## src/rtl/queue_uart_tx.sv

```systemverilog
// queue_uart_tx: drains the byte queue and sends each byte as an 8N1 UART frame
module queue_uart_tx #(
    parameter int CLKS_PER_BIT = 4,
    parameter int DATA_W = 8
) (
    input  logic              Clk_i,
    input  logic              Rst_i,
    input  logic              Enable_i,
    input  logic              q_empty_i,
    input  logic [DATA_W-1:0] q_data_i,
    output logic              q_en_o,
    output logic              q_rw_o,
    output logic              tx_o,
    output logic              busy_o
);
    localparam int BW = (CLKS_PER_BIT > 1) ? $clog2(CLKS_PER_BIT) : 1;
    localparam int CW = (DATA_W > 1) ? $clog2(DATA_W) : 1;
    localparam logic [BW-1:0] BAUD_LAST = BW'(CLKS_PER_BIT - 1);
    localparam logic [CW-1:0] BIT_LAST = CW'(DATA_W - 1);

    typedef enum logic [2:0] {IDLE, REQ, LOAD, START, DATA, STOP} state_t;

    state_t            state, n_state;
    logic [BW-1:0]     baud, n_baud;
    logic [CW-1:0]     bit_cnt, n_bit;
    logic [DATA_W-1:0] sh, n_sh;
    logic              n_tx;
    logic              baud_done;

    assign baud_done = (baud == BAUD_LAST);

    // next-state logic; outputs are derived from the next state so they can be registered
    always_comb begin
        n_state = state;
        n_baud  = baud;
        n_bit   = bit_cnt;
        n_sh    = sh;
        case (state)
            IDLE:    n_state = (Enable_i && !q_empty_i) ? REQ : IDLE;
            REQ:     n_state = LOAD;
            LOAD: begin
                n_sh    = q_data_i;
                n_baud  = '0;
                n_state = START;
            end
            START: begin
                n_baud  = baud_done ? '0 : baud + BW'(1);
                n_bit   = '0;
                n_state = baud_done ? DATA : START;
            end
            DATA: begin
                n_baud  = baud_done ? '0 : baud + BW'(1);
                n_sh    = baud_done ? sh >> 1 : sh;
                n_bit   = baud_done ? ((bit_cnt == BIT_LAST) ? '0 : bit_cnt + CW'(1)) : bit_cnt;
                n_state = (baud_done && bit_cnt == BIT_LAST) ? STOP : DATA;
            end
            STOP: begin
                n_baud  = baud_done ? '0 : baud + BW'(1);
                n_state = baud_done ? IDLE : STOP;
            end
            default: n_state = IDLE;
        endcase
        n_tx = (n_state == START) ? 1'b0 : (n_state == DATA) ? n_sh[0] : 1'b1;
    end

    // state, counters, shift register and registered outputs
    always_ff @(posedge Clk_i) begin
        if (Rst_i) begin
            state   <= IDLE;
            baud    <= '0;
            bit_cnt <= '0;
            sh      <= '0;
            tx_o    <= 1'b1;
            busy_o  <= 1'b0;
            q_en_o  <= 1'b0;
            q_rw_o  <= 1'b0;
        end else begin
            state   <= n_state;
            baud    <= n_baud;
            bit_cnt <= n_bit;
            sh      <= n_sh;
            tx_o    <= n_tx;
            busy_o  <= (n_state != IDLE);
            q_en_o  <= (n_state == REQ);
            q_rw_o  <= (n_state == REQ);
        end
    end
endmodule

```

## config.mk

```make
export PLATFORM = sky130hd
export DESIGN_NAME = queue_uart_tx
export DESIGN_NICKNAME = d
export VERILOG_FILES = /design/src/rtl/queue_uart_tx.sv
export SDC_FILE = /design/constraint.sdc
export NUM_CORES = 1
export LEC_CHECK = 0
export CAP_MARGIN = 20
export CORE_AREA = 3 3 46 48
export CTS_BUF_LIST = sky130_fd_sc_hd__clkbuf_8
export CTS_CLUSTER_DIAMETER = 50
export DETAILED_ROUTE_END_ITERATION = 10
export DIE_AREA = 0 0 49 51
export GPL_ROUTABILITY_DRIVEN = 0
export PLACE_DENSITY = 0.79
export SETUP_SLACK_MARGIN = 0.4
export SKIP_LAST_GASP = 1
export SLEW_MARGIN = 20
export SYNTH_ARGS = -nofsm -noshare
export SYNTH_HDL_FRONTEND = slang
export SYNTH_SLANG_ARGS = --single-unit
```

## constraint.sdc

```tcl
create_clock -name Clk_i -period 1.9 [get_ports Clk_i]
set_input_delay 0.38 -clock Clk_i [delete_from_list [all_inputs] [get_ports Clk_i]]
set_output_delay 0.38 -clock Clk_i [all_outputs]
set_load 0.005 [all_outputs]
```

==> results.md, run 1 <==
Timing:
- The max-slew violation count came to 0.
- Setup violations remaining at the end of the flow were counted as 0.
- The final clock period utilization by the worst path is 0.7655.
- The slew at the pin closest to its max-slew limit is 258.5 ps.
- The highest attainable clock frequency is 0.6875 GHz.
- The worst slew slack as a fraction of its limit is 0.8277.
- The final hold violation count came to 0.
- On the final layout, the worst clock skew is 5.105 ps.
- Setup total negative slack on the finished layout was measured at 0 ps.
- The minimum clock period after layout is 1454 ps.
- Setup repair after global routing could not meet its margin everywhere.

Logic synthesis:
- For this run, the register share of the synthesized area comes to 0.4005.
- During synthesis, Yosys emitted a total of 0 warnings.
- Counting flops and latches in the post-synthesis netlist gives 19.
- Yosys mapped the design onto 34 distinct sky130hd cell types.
- Synthesis produced 103 cells.
- The cell area that synthesis handed to floorplanning was 949.7 um^2.
- In the synthesized netlist the dominant register cell turns out to be dfxtp_1.
- The mean instance size in the synthesized netlist is 9.220 um^2.
- The number of enable flip-flop cells after synthesis is 0.
- For this run, asynchronously set or reset flops after synthesis account for 0.
- Counting every net in the synthesized netlist gives 118.

Die:
- The initial cell density of the core is 0.5441.
- The die height is 51 um.
- The standard cell core area is 1745 um^2.
- The floorplan step set the die width to 49 um.
- The floorplan row count is 15.
- In this run the count of I/O pins placed on the die edge is 16.
- The die footprint is 2499 um^2.

Worst setup path:
- The signal on the critical path passes through clkdlybuf4s50_1.
- The worst setup path is captured at an output pin.
- The cell with the largest stage delay on the worst path is clkdlybuf4s50_1.
- The delay of the slowest cell on the worst path is 490 ps.
- Broken down by cell family, the worst path's largest delay share belongs to buffers and inverters.
- The required time reported for the critical path endpoint is 1520 ps.
- Along the worst path, the maximum fanout reaches 2.
- The startpoint-to-endpoint class of the critical path is flop to output pin.
- STA classifies the critical path startpoint as a flop.
- The critical path depth in cells is 1.
- For the worst setup path, the data arrival time is 1070 ps.
- Counting both buffers and inverters, the worst setup path holds a total of 1.
- The worst reg2reg path depth is 5.

Cells and area:
- In the layout the commonest cells are nor2_1, clkdlybuf4s50_1, dfxtp_1.
- The repair_antennas step left the layout with diodes totalling 0.
- The fraction of layout cells with a size suffix above 1 is 0.2083.
- The total number of nets in the final design is 136.
- Relative to the synthesized area, the layout overhead comes to 26.22%.
- After filler insertion, the fill cell instance count of the layout stands at 163.
- Leaving out fill and tap cells, the most frequent cell in the layout is nor2_1.
- The utilization after layout is 0.6867.

GRT:
- For this run, the total global-route usage over all layers was measured as 0.1610.
- The number of antenna violations at the first check in global routing was 0.
- The via count of the first global-routing pass is 752.
- The maximum number of pins on one net before global-route repair is 18.
- The most congested layer reported by global routing is met2.
- The global-route wire length before repair is 3174 um.
- The met3 usage is 0.06122.
- The met1 track demand over resource is 0.1935.
- The global routing usage on met2 is 0.2670.
- The global-route congestion overflow total is 0.

Clock tree:
- After clock tree synthesis, the clock-pin slew on the worst setup and hold paths is 70 ps.
- Clock tree synthesis inserted a total of 3 buffers.
- TritonCTS built the clock tree.
- The clock tree buffer depth is 2.
- The clock insertion delay at the later pin of the skew report is 250 ps.
- In this run the number of H-tree levels came out at 1.
- The number of sinks on the clock net is 19.
- The buffer cell driving the clock tree root is clkbuf_8.
- Buffers inserted to repair hold after CTS numbered 0.

Route:
- The final routed wirelength across all metal layers is 1976 um.
- The number of optimization iterations in the first detailed-route pass is 5.
- The detailed router placed 811 vias in this run.
- The final antenna-violating net count is 0.
- After detailed routing, the average wire length per cell comes to 13.63 um.
- In the routed layout, each cell is associated on average with a via count of 5.593.
- The detailed router finished its first iteration with 19 violations.
- The DRC violations left is 0.

Worst hold path:
- The min-delay analysis places its worst path in the category flop to flop.
- The worst hold path cell count is 2.

Power and ir drop:
- IR analysis of the VDD net gives a maximum drop of 0.0006071 V.
- The ratio of total power to cell area is 741.3 nW/um^2.
- The leakage power total is 0.0004559 uW.

Run status:
- The run finished with clean final reports.

Job:
- The count of max-cap constraint violations is 0.

Place:
- The final HPWL from detailed placement is 1353 um.
- The number of I/O port buffers is 15.
==> final timing paths <==
check	slack [ps]	start	to
setup / recovery	450	q_rw_o	q_en_o
hold / removal	510	bit_cnt[2]	bit_cnt[2]
setup reg to reg	450	baud[0]	tx_o
hold reg to reg	510	bit_cnt[2]	bit_cnt[2]
==> cell usage after synthesis, types with 2 or more instances <==
cell	n	area, um^2
and3_1	2	12.51
nor4_1	3	18.77
nor2_1	18	67.56
buf_4	2	15.01
a22o_1	7	61.31
ha_1	3	37.54
nor3_1	2	10.01
nor2b_1	3	18.77
a22oi_1	7	52.55
mux2i_1	2	20.02
a32oi_1	2	17.52
nand2b_1	2	12.51
a21oi_1	4	20.02
buf_6	3	33.78
o21ai_0	2	10.01
inv_1	3	11.26
clkbuf_1	2	7.510
dfxtp_1	19	380.4
a31oi_1	2	12.51
==> sequential cells by signal, indices dropped and copies added (netlist names) <==
name / cells
sh: 8
bit_cnt: 3
state: 3
baud: 2
busy_o: 1
q_rw_o: 1
tx_o: 1
==> cell type report <==
class / instances / area (um^2) / area share
multi-input cells: 72 / 520.5 / 0.4342
flip-flops and latches: 19 / 389.1 / 0.3246
repair buffers: 21 / 195.2 / 0.1628
clock buffers: 3 / 41.29 / 0.03445
well taps: 25 / 31.28 / 0.02610
inverters: 4 / 16.27 / 0.01357
clock inverters: 1 / 5.005 / 0.004175
==> power by group <==
group	switching, uW	internal (uW)	total, uW
clock	130	146	276
combinational	78.2	91.5	170
sequential	20.6	422	443
==> worst register-to-register path: stages (launching register included) <==
cell	delay, ps
dfxtp_4	360
ha_4	180
and3_4	180
or4_4	420
a31oi_1	150
a31oi_1	50
==> repair_timing <==
action | in CTS | in global routing
buffers inserted | 0 | 2
hold endpoints to repair | 0 | 0
pin swaps | 0 | 1
endpoints found under the setup margin | 5 | 9
gates resized for setup | 3 | 9
==> per-layer routing <==
layer,wire [um],part of all wire
met5,0,0
met1,882,0.45
met4,13,0.0066
met2,967,0.49
met3,113,0.057
==> cells by family after synthesis <==
logic type / synth area share
AOI/OAI and AO/OA: 0.2359
adders and majority gates: 0.03953
and+or+nand+nor: 0.2227
buffers and inverters: 0.08036
muxes: 0.02108
DFF: 0.4005
==> per-stage QoR <==
| stage | setup slack, ps | area, um^2 | cells | hold slack, ps | total power, uW |
|---|---|---|---|---|---|
| floorplan | 425.0 | 949.7 | 103 | 461.3 | 558.9 |
| global placement | 236.8 | 1100 | 139 | 474.3 | 608.0 |
| detailed placement | 221.3 | 1100 | 139 | 505.6 | 612.3 |
| CTS | 379.1 | 1151 | 143 | 521.2 | 888.3 |
| global route | 379.7 | 1199 | 145 | 544.2 | 939.4 |
| finish | 445.5 | 1199 | 145 | 510.9 | 888.5 |
(Power assumes the default switching activity.)
==> run 2, diff against run 1 <==
Clock period 1.9 ns to 1.5 ns, I/O delays scaled along.
==> results.md, run 2 (same netlist as run 1, synthesis figures left out) <==
Run status:
- The flow ran to the end, and the final reports show no timing, DRC or antenna violations.

GRT:
- The overall routing resource usage is 0.1956 (+0.03458).
- The global-route congestion overflow total came to 0 (unchanged).
- The global-route wire length before repair was 3795 um (+20%).
- The via count of the first global-routing pass was 875 (+16%).
- The number of antenna violations at the first check in global routing is 0 (unchanged).
- The maximum number of pins on one net before global-route repair was 18 (unchanged).

Place:
- The number of placed cells counting well taps is 145 (+4.3%).
- The post-placement cell area is 1201 um^2 (+9.2%).
- The number of I/O port buffers is 15 (unchanged).
- The final HPWL from detailed placement is 1444 um (+6.8%).

Route:
- The final antenna-violating net count is 0 (unchanged).
- The initial DRC count came to 13 (-6).
- The DRC violations left is 0 (unchanged).
- The ratio of routed vias to standard cells is 5.571 (-0.39%).
- The via count came to 858 (+5.8%).
- The final routed wirelength across all metal layers came to 2238 um (+13%).
- The average wire length per cell after detail routing was 14.53 um (+6.6%).
- The number of optimization iterations in the first detailed-route pass is 4 (-1).

Worst setup path:
- The cell occurring most often along the worst timing path is a31oi_1.
- The sum of buffers and inverters on the critical path is 0 (-1).
- The worst-path maximum fanout is 7 (+5).
- The worst setup path is captured at a flop.
- The signal on the critical path passes through ha_4 -> and3_4 -> or4_4 -> a31oi_1 -> a31oi_1.
- The worst reg2reg path depth is 5 (unchanged).
- Broken down by cell family, the worst path's largest delay share belongs to simple AND/OR/NAND/NOR gates.
- The reg-to-reg critical path endpoint is tx_o.
- The internal reg-to-reg setup slack is 70 ps (-380 ps).
- The startpoint-to-endpoint class of the critical path is flop to flop.
- The critical path startpoint category is a flop.
- The arrival time of the worst setup path was 1570 ps (+500 ps).
- The delay of the slowest cell on the worst path came to 420 ps (-70 ps).
- The required time reported for the critical path endpoint is 1640 ps (+120 ps).
- The startpoint identified for the worst register-to-register timing path is baud[1].
- The cell with the largest stage delay on the worst path is or4_4.

Timing:
- The max-slew violation count is 0 (unchanged).
- The clock period could shrink to 1434 ps.
- The slew at the pin closest to its max-slew limit is 278.4 ps (+19.94 ps).
- In the finished design, the share of the clock period the worst path needs comes to 0.9557.
- The worst slew slack as a fraction of its limit was 0.8124 (-0.01526).
- The final-report setup violation count is 0 (unchanged).
- The worst clock skew is 6.002 ps (+0.8969 ps).
- The final hold violation count is 0 (unchanged).
- Setup repair after global routing could not meet its margin everywhere.
- The highest attainable clock frequency is 0.6976 GHz.

Die:
- The die footprint came to 2499 um^2 (unchanged).
- The die height was 51 um (unchanged).
- The standard cell core area is 1745 um^2 (unchanged).
- The floorplan row count is 15 (unchanged).
- The x dimension of the die was 49 um (unchanged).
- The initial cell density of the core is 0.5441 (unchanged).
- The top-level I/O count was 16 (unchanged).

Worst hold path:
- For hold timing, the worst endpoint is sh[2].
- In this run the most critical hold path is launched from sh[2].
- The path class of the tightest hold or removal check is flop to flop.
- The worst hold path cell count is 2 (unchanged).

Clock tree:
- TritonCTS built the clock tree.
- The quantity of hold-fixing buffers added after cts was 0 (unchanged).
- The clock buffer count from CTS is 3 (unchanged).
- The clock insertion delay at the later pin of the skew report came to 250 ps (about the same).
- The number of sinks on the clock net came to 19 (unchanged).
- The cell sitting at the root of the clock tree is a clkbuf_8.
- The clock tree buffer depth is 2 (unchanged).
- The clock transition time at the flip-flop clock pins of the worst setup and hold paths is 70 ps (about the same).
- The deepest level of the CTS H-tree is 1 (unchanged).

Cells and area:
- The area growth from synthesis to layout is 45.19%.
- The top cell types in the final layout, fill and taps aside, are nor2_1, clkdlybuf4s50_1, buf_4.
- The number of flip-flops in the largest register is 8 (unchanged).
- The non-filler instance count after layout was 154 (+6.2%).
- The most common cell after layout, fill and taps aside is nor2_1.
- The number of antenna diodes is 0 (unchanged).
- The largest registers in the layout are sh x8, bit_cnt x3, state x3.
- The utilization after layout is 0.7900 (+0.1032).
- The area of all placed cells without fillers is 1379 um^2 (+15%).
- The register with the highest flop count is sh.
- The fraction of layout cells with a size suffix above 1 is 0.3953 (+0.1870).
- The total number of nets in the final design is 145 (+6.6%).

Power and ir drop:
- The total power of the final layout is 1175 uW (+32%).
- The worst voltage drop across the vdd grid is 0.0005264 V (-13%).
- The ratio of total power to cell area was 852.4 nW/um^2 (+15%).
- The leakage power total is 0.0005217 uW (+14%).

Job:
- The count of max-cap constraint violations is 0 (unchanged).
-- run 2: cell types whose count changed in the layout (fill, tap and decap cells not counted), moves of 3 or more --
cell / delta
buf_4: +6
buf_6: +3
clkdlybuf4s50_1: -3
dfxtp_1: -3
-- run 2: worst reg2reg max path, stage by stage (launching register included) --
cell and delay (ps):
dfxtp_2 340, ha_4 180, and3_4 170, or4_4 420, a31oi_1 150, a31oi_1 60
-- run 2: layer usage --
layer / vias up / part of all wire / track usage
met5: - / 0 / 0
met4: 0 / 0.0063 / 0.08057
met3: 2 / 0.034 / 0.03790
met2: 21 / 0.50 / 0.3348
met1: 406 / 0.46 / 0.2406
li1: 429 / - / -
-- run 2: worst max-delay path by stage --
stage	startpoint	to	slack (ps)	depth (start not counted)
detailed placement	Rst_i	tx_o	-80	4
global route	baud[1]	tx_o	40	5
global placement	Rst_i	tx_o	-60	4
finish	baud[1]	tx_o	70	5
CTS	baud[0]	tx_o	80	5
floorplan	baud[0]	tx_o	140	5
-- run 2: final cells by class --
type	instances	area (um^2)
Sequential cell	19	395.4
Clock inverter	1	5.005
Clock buffer	3	41.29
Inverter	4	15.01
Fill cell	119	366.6
Timing Repair Buffer	30	269.0
Multi-Input combinational cell	72	621.8
Tap cell	25	31.28
-- run 2: stage by stage --
| step | TNS [ps] | setup WS, ps | hold slack, ps |
|---|---|---|---|
| 2_1_floorplan | 0 | 135.5 | 464.1 |
| 3_3_place_gp | -62.33 | -62.33 | 484.9 |
| 3_5_place_dp | -77.46 | -77.46 | 491.5 |
| 4_1_cts | 0 | 82.81 | 520.8 |
| 5_1_grt | 0 | 37.51 | 556.6 |
| 6_report | 0 | 66.44 | 515.6 |
-- run 2: timing repair --
action / CTS / global route
cloned: 0 / 0
pin swaps: 8 / 3
resized for setup: 18 / 15
endpoints found under the setup margin: 22 / 21
buffers inserted: 5 / 0
-- run 2: power by group --
| part | internal, uW | switching, uW |
|---|---|---|
| registers | 537 | 29.0 |
| clock network | 184 | 166 |
| logic | 138 | 121 |
==> run 3, diff against run 2 <==
Settings changed: SKIP_LAST_GASP 1 to not set.
==> results of run 3 <==
Same layout as run 2: the final DEF is identical, and so are final timing and power.
